## src/rtl/lsb_mem_port_pkg.sv

```systemverilog
// lsb_mem_port_pkg: opcodes, funct3 codes, FSM encoding and I/O base shared by the LSB memory port
package lsb_mem_port_pkg;
    localparam logic [6:0] LD_TYPE = 7'b0000011;
    localparam logic [6:0] ST_TYPE = 7'b0100011;
    localparam logic [2:0] F3_B  = 3'b000;
    localparam logic [2:0] F3_H  = 3'b001;
    localparam logic [2:0] F3_W  = 3'b010;
    localparam logic [2:0] F3_BU = 3'b100;
    localparam logic [2:0] F3_HU = 3'b101;
    localparam logic [31:0] IO_BASE_DEF = 32'h0003_0000;
    typedef enum logic [1:0] {
        IDLE = 2'd0,
        XFER = 2'd1,
        LAST = 2'd2,
        DONE = 2'd3
    } state_t;
    function automatic logic [2:0] byte_count(input logic [2:0] f3);
        return f3[1] ? 3'd4 : f3[0] ? 3'd2 : 3'd1;
    endfunction
endpackage

```

## src/rtl/mem_load_extend.sv

```systemverilog
// mem_load_extend: sign/zero extension of an assembled load word by funct3
// raw: assembled little-endian bytes; f3: load funct3; val: extended result
module mem_load_extend
    import lsb_mem_port_pkg::*;
(
    input  logic [31:0] raw,
    input  logic [2:0]  f3,
    output logic [31:0] val
);
    always_comb begin
        val = (f3 == F3_W)  ? raw :
              (f3 == F3_B)  ? {{24{raw[7]}}, raw[7:0]} :
              (f3 == F3_H)  ? {{16{raw[15]}}, raw[15:0]} :
              (f3 == F3_BU) ? {24'd0, raw[7:0]} :
              (f3 == F3_HU) ? {16'd0, raw[15:0]} : raw;
    end
endmodule

```

## src/rtl/lsb_mem_port.sv

```systemverilog
// lsb_mem_port: byte-serial load/store port between the LSB and the shared RAM byte port
// clk_in, rst_in: clock and asynchronous active-low reset; rdy_in: global ready, low freezes the block
// rob_clear_up, lsb_visit_mem, op_type_out, op_out, store_addr_out, store_val_in: request from the LSB
// cache_welcome_signal, cache_ready, is_load, load_val_out: response to the LSB
// mem_req, mem_gnt, mem_a, mem_dout, mem_wr, mem_din: arbitrated RAM byte port; io_buffer_full: I/O write backpressure
module lsb_mem_port
    import lsb_mem_port_pkg::*;
#(
    parameter logic [31:0] IO_BASE = IO_BASE_DEF
) (
    input  logic        clk_in,
    input  logic        rst_in,
    input  logic        rdy_in,
    input  logic        rob_clear_up,
    input  logic        lsb_visit_mem,
    input  logic [6:0]  op_type_out,
    input  logic [2:0]  op_out,
    input  logic [31:0] store_addr_out,
    input  logic [31:0] store_val_in,
    output logic        cache_welcome_signal,
    output logic        cache_ready,
    output logic        is_load,
    output logic [31:0] load_val_out,
    output logic        mem_req,
    input  logic        mem_gnt,
    output logic [31:0] mem_a,
    output logic [7:0]  mem_dout,
    output logic        mem_wr,
    input  logic [7:0]  mem_din,
    input  logic        io_buffer_full
);
    state_t      state;
    state_t      state_nxt;
    logic [6:0]  op_q;
    logic [2:0]  f3_q;
    logic [31:0] addr_q;
    logic [31:0] data_q;
    logic [2:0]  k;
    logic        cap_vld;
    logic [1:0]  cap_lane;
    logic        flush_sup;
    logic        is_ld;
    logic        is_st;
    logic        accept;
    logic        io_stall;
    logic        adv;
    logic        last_byte;
    logic [31:0] data_mrg;
    logic [31:0] ext_val;

    mem_load_extend u_ext (
        .raw(data_mrg),
        .f3 (f3_q),
        .val(ext_val)
    );

    always_ff @(posedge clk_in or negedge rst_in)
        if (!rst_in)
            state <= IDLE;
        else
            state <= state_nxt;

    // data_mrg folds the byte returned for the previous granted read into its lane,
    // so the final load byte reaches the extender in the same cycle it arrives
    always_comb begin
        is_ld = op_q == LD_TYPE;
        is_st = op_q == ST_TYPE;
        accept = rdy_in && !rob_clear_up && lsb_visit_mem;
        mem_a = (state == XFER) ? addr_q + {29'd0, k} : 32'd0;
        io_stall = is_st && mem_a >= IO_BASE && io_buffer_full;
        adv = state == XFER && mem_gnt && !io_stall;
        last_byte = k + 3'd1 == byte_count(f3_q);
        mem_req = rdy_in && state == XFER;
        mem_wr = mem_req && is_st && mem_gnt && !io_stall;
        mem_dout = (state == XFER && is_st) ? data_q[{k[1:0], 3'b000} +: 8] : 8'd0;
        cache_welcome_signal = state == IDLE;
        cache_ready = rdy_in && state == DONE && !flush_sup;
        is_load = state == DONE && is_ld;
        data_mrg = data_q;
        if (cap_vld)
            data_mrg[{cap_lane, 3'b000} +: 8] = mem_din;
        state_nxt = state;
        if (rdy_in)
            case (state)
                IDLE:    state_nxt = accept ? XFER : IDLE;
                XFER:    state_nxt = (rob_clear_up && is_ld) ? IDLE :
                                     (adv && last_byte) ? (is_ld ? LAST : DONE) : XFER;
                LAST:    state_nxt = rob_clear_up ? IDLE : DONE;
                default: state_nxt = IDLE;
            endcase
    end

    // a flushed store still drains every byte; flush_sup only silences its completion pulse
    always_ff @(posedge clk_in or negedge rst_in) begin
        if (!rst_in) begin
            op_q <= '0;
            f3_q <= '0;
            addr_q <= '0;
            data_q <= '0;
            k <= '0;
            cap_vld <= 1'b0;
            cap_lane <= '0;
            flush_sup <= 1'b0;
            load_val_out <= '0;
        end else if (rdy_in) begin
            cap_vld <= adv && is_ld;
            cap_lane <= k[1:0];
            if (state == IDLE && accept) begin
                op_q <= op_type_out;
                f3_q <= op_out;
                addr_q <= store_addr_out;
                data_q <= store_val_in;
                k <= '0;
                flush_sup <= 1'b0;
            end
            if (state == XFER || state == LAST)
                data_q <= data_mrg;
            if (adv)
                k <= k + 3'd1;
            if (state == XFER && rob_clear_up && is_st)
                flush_sup <= 1'b1;
            if (state == LAST && !rob_clear_up)
                load_val_out <= ext_val;
            if (state == DONE)
                flush_sup <= 1'b0;
        end
    end
endmodule

```

## config.mk

```make
export PLATFORM = sky130hd
export DESIGN_NAME = lsb_mem_port
export DESIGN_NICKNAME = d
export VERILOG_FILES = /design/src/rtl/lsb_mem_port_pkg.sv /design/src/rtl/mem_load_extend.sv /design/src/rtl/lsb_mem_port.sv
export SDC_FILE = /design/constraint.sdc
export NUM_CORES = 1
export LEC_CHECK = 0
export ABC_AREA = 0
export BUFFER_PORTS_ARGS = -buffer_cell sky130_fd_sc_hd__buf_2
export CORE_ASPECT_RATIO = 0.6
export CORE_MARGIN = 3
export CORE_UTILIZATION = 47
export CTS_BUF_LIST = sky130_fd_sc_hd__clkbuf_4 sky130_fd_sc_hd__clkbuf_8 sky130_fd_sc_hd__clkbuf_16
export DETAILED_ROUTE_END_ITERATION = 10
export PLACE_DENSITY_LB_ADDON = 0.08
export SLEW_MARGIN = 20
export SYNTH_ARGS = -nofsm -noshare
export SYNTH_HDL_FRONTEND = slang
export SYNTH_SLANG_ARGS = --single-unit
```

## constraint.sdc

```tcl
create_clock -name clk_in -period 4.8 [get_ports clk_in]
set_clock_uncertainty 0.05 [all_clocks]
set_input_delay 0.72 -clock clk_in [delete_from_list [all_inputs] [get_ports clk_in]]
set_output_delay 0.72 -clock clk_in [all_outputs]
set_load 0.03 [all_outputs]
```

==> results_dict.tcl <==
set metrics [dict create \
    status "finished clean" \
    syn_area_per_cell_sq_um 9.839 \
    fp.dieW_um 160.4 \
    cts_buffer_depth 2 \
    initialDrtViolationCount 541 \
    finalSetupTns_ns 0 \
    cp_slowest_cell "a2111o_1" \
    synth_top_family_by_area "compound AO/OA/AOI/OAI gates" \
    layout_worst_path_cycle_share 0.9362 \
    numCtsBuffers 17 \
    cts.htree.levels 4 \
    drc_errors 0 \
    clkLatencyLatePin_ns 0.42 \
    async_reset_ff_frac 1.000 \
    wl_um 21280 \
    grt_overflow 0 \
    synthesis.nets 786 \
    setup_viol 0 \
    coreArea_sq_um 13830 \
    slew_viol_final 0 \
    powerDensity_nw_per_um2 713.4 \
    critical_path.cell_chain "ha_1 -> inv_1 -> fa_1 -> nand2b_1 -> a2111o_1 -> o211ai_1 -> nand4_1 -> a2111oi_1 -> and3_4 -> o21ai_4 -> nor2_1 -> buf_2" \
    fillers 1191 \
    swShare 0.4453 \
    crit_type "flip-flop to primary output" \
    synth_edf_count 0 \
    clkPwrFrac 0.220 \
    grt_pass1_wl_um 33310 \
    multi_input_area_sq_um 3630 \
    io_buffers 165 \
    tightest_slew_ns 1.002 \
    crit_path_start_kind "flip-flop" \
    synth-compound-area-share 0.1918 \
    dieArea_sq_um 15820 \
    cts_setup_buffers 0 \
    end_kind "primary output" \
    finalCriticalPeriod_ns 4.494 \
    via_per_inst 5.867 \
    p_int_mw 3.312 \
    power_frac_seq 0.323 \
    cp_data_arrival_time_ns 3.72 \
    p_leak_nw 3.822 \
    rsz0062_at_grt "false" \
    synthesis.area_sq_um 6720 \
    clock-sinks 115 \
    final_hold_viol_count 0 \
    holdCritPathClass "input port to asynchronous set/reset pin" \
    antenna_found_initial 0 \
    synthToLayoutAreaGrowth_pct 24.54 \
    synth.distinct_cells 71 \
    ctsRootBufferMaster "clkbuf_16" \
    seq_area_sq_um 2878 \
    muxShareOfSynthArea 0.1151 \
    dp_hpwl_um 15590 \
    start_util 0.4858 \
    drv_cap 0 \
    gp_congestion 0.8901 \
    num_vias 6149 \
    fin_hold_ws_ns 0.4007 \
    track_usage 0.2714 \
    irDropWorstVdd_v 0.0003529 \
    p_switching_mw 2.658 \
    die_h_um 98.63 \
    finalPower_mw 5.970 \
    mostFrequentLayoutCells "buf_2, dfrtp_1, nand2_1" \
    wl_per_cell_um 20.30 \
    dr.pass1.iters 5 \
    clkTransAtPathRegs_ns 0.06 \
    grt_pass1_vias 5864 \
    postCtsHoldBufs 0 \
    drive_gt1_frac 0.3306 \
    synth_xor_area_frac 0.02476 \
    ys_warn_count 0 \
    relSlewSlack 0.3321 \
    cts_tree "built" \
    comb_power_share 0.457 \
    fmax_mhz 222.5 \
    cp_data_required_time_ns 4.03 \
    critical_path.max_stage_delay_ns 0.54 \
    synth_cells 683 \
    nets 946 \
    pin_count 166 \
    yosys.area_share.simple 0.1780 \
    ys_ff_latch 115 \
    synth_fa_ha_area_frac 0.02718 \
    ant_nets 0 \
    yosysSeqAreaShare 0.4282 \
    rows 33 \
    diodes 0 \
    layout_commonest_cell "buf_2" \
    synth_ff_type "dfrtp_1" \
    worst-path-max-fanout 7 \
    grt_max_degree 79 \
]
final timing paths:
| path | start | to | slack, ns | depth (start not counted) |
|---|---|---|---|---|
| max in group asynchronous | rst_in | state[0]$_DFFE_PN0P_ | 3.24 | 2 |
| setup / recovery | addr_q[0]$_DFFE_PN0P_ | mem_wr | 0.31 | 12 |
| hold / removal | rst_in | load_val_out[9]$_DFFE_PN0P_ | 0.40 | 1 |
| min in group clk_in | load_val_out[7]$_DFFE_PN0P_ | load_val_out[7]$_DFFE_PN0P_ | 0.45 | 2 |
| hold reg to reg | load_val_out[7]$_DFFE_PN0P_ | load_val_out[7]$_DFFE_PN0P_ | 0.45 | 2 |
| setup reg to reg | cap_lane[0]$_DFFE_PN0P_ | load_val_out[31]$_DFFE_PN0P_ | 1.29 | 9 |
routing by layer:
metal | track usage | up-vias | part of all wire | wire [um]
met4 | 0.04933 | 0 | 0.0060 | 128
met5 | 0 | - | 0 | 0
met3 | 0.07938 | 12 | 0.089 | 1903
met1 | 0.4363 | 3029 | 0.51 | 10850
li1 | - | 2846 | - | -
met2 | 0.3586 | 262 | 0.39 | 8401
layout make-up:
type                            instances  area share
Clock buffer                           18     0.05247
Clock inverter                         14     0.01988
Inverter                               16    0.007176
Multi-Input combinational cell        511      0.4337
Sequential cell                       115      0.3438
Tap cell                              192     0.02870
Timing Repair Buffer                  182      0.1142
worst max-delay path, delay by kind of cell (launching register included):
kind | cells | cell delay (ns)
buffers and inverters | 2 | 0.28
AND/OR/NAND/NOR | 4 | 0.76
flip-flops | 1 | 0.36
AO/OA/AOI/OAI | 4 | 1.33
adder cells (fa/ha/maj) | 2 | 0.59
cells by family (layout without fill, tap and decap cells):
logic type / count (synthesis) / in the layout
mux: 62 / 62
buf+inv: 57 / 230
xor+xnor: 19 / 19
flops: 115 / 115
fa+ha+maj: 14 / 14
compound gates: 180 / 180
simple gates: 236 / 236
cells in the mapped netlist (9+ instances only):
cell type / n / area [sq um]
a21oi_1: 14 / 70.07
a22oi_1: 24 / 180.2
clkbuf_1: 32 / 120.1
dfrtp_1: 115 / 2878
ha_1: 13 / 162.7
inv_1: 15 / 56.30
mux2_2: 42 / 473.0
mux2i_1: 12 / 120.1
nand2_1: 77 / 289.0
nand3_1: 12 / 60.06
nand4_1: 10 / 62.56
nor2_1: 57 / 214.0
nor2b_1: 29 / 181.4
o21ai_0: 62 / 310.3
o32a_1: 15 / 150.1
xnor2_1: 10 / 87.58
xor2_1: 9 / 78.83
through the flow:
stage / setup slack, ns / area (sq um) / std cells / util
after global routing: 0.02184 / 8369 / 1048 / 0.6051
after CTS: 0.1950 / 8367 / 1048 / 0.6049
after floorplan: 0.4807 / 6720 / 683 / -
after detailed placement: 0.6596 / 7761 / 1016 / 0.5611
final: 0.3062 / 8369 / 1048 / 0.6051
after global placement: 0.7747 / 7761 / 1016 / 0.5611
power by group through the flow:
| stage | clock, mW | combinational (mW) | sequential (mW) |
|---|---|---|---|
| after floorplan | 0 | 1.76 | 2.03 |
| after global placement | 0 | 2.66 | 1.91 |
| after detailed placement | 0 | 2.71 | 1.92 |
| after CTS | 1.33 | 2.73 | 1.92 |
| after global routing | 1.38 | 2.99 | 2.00 |
| final | 1.31 | 2.73 | 1.93 |
registers in the layout (all words and copies together), names as in the netlist:
signal        flops
addr_q           32
data_q           32
load_val_out     32
op_q              7
f3_q              3
k                 3
cap_lane          2
state             2
cap_vld           1
flush_sup         1
what timing repair did:
action                                 4_1_cts  5_1_grt
endpoints found under the hold margin        0        0
resized for setup                            0        2
setup endpoints to repair                    0        1
Note: power is estimated with default switching activity, not from simulation.
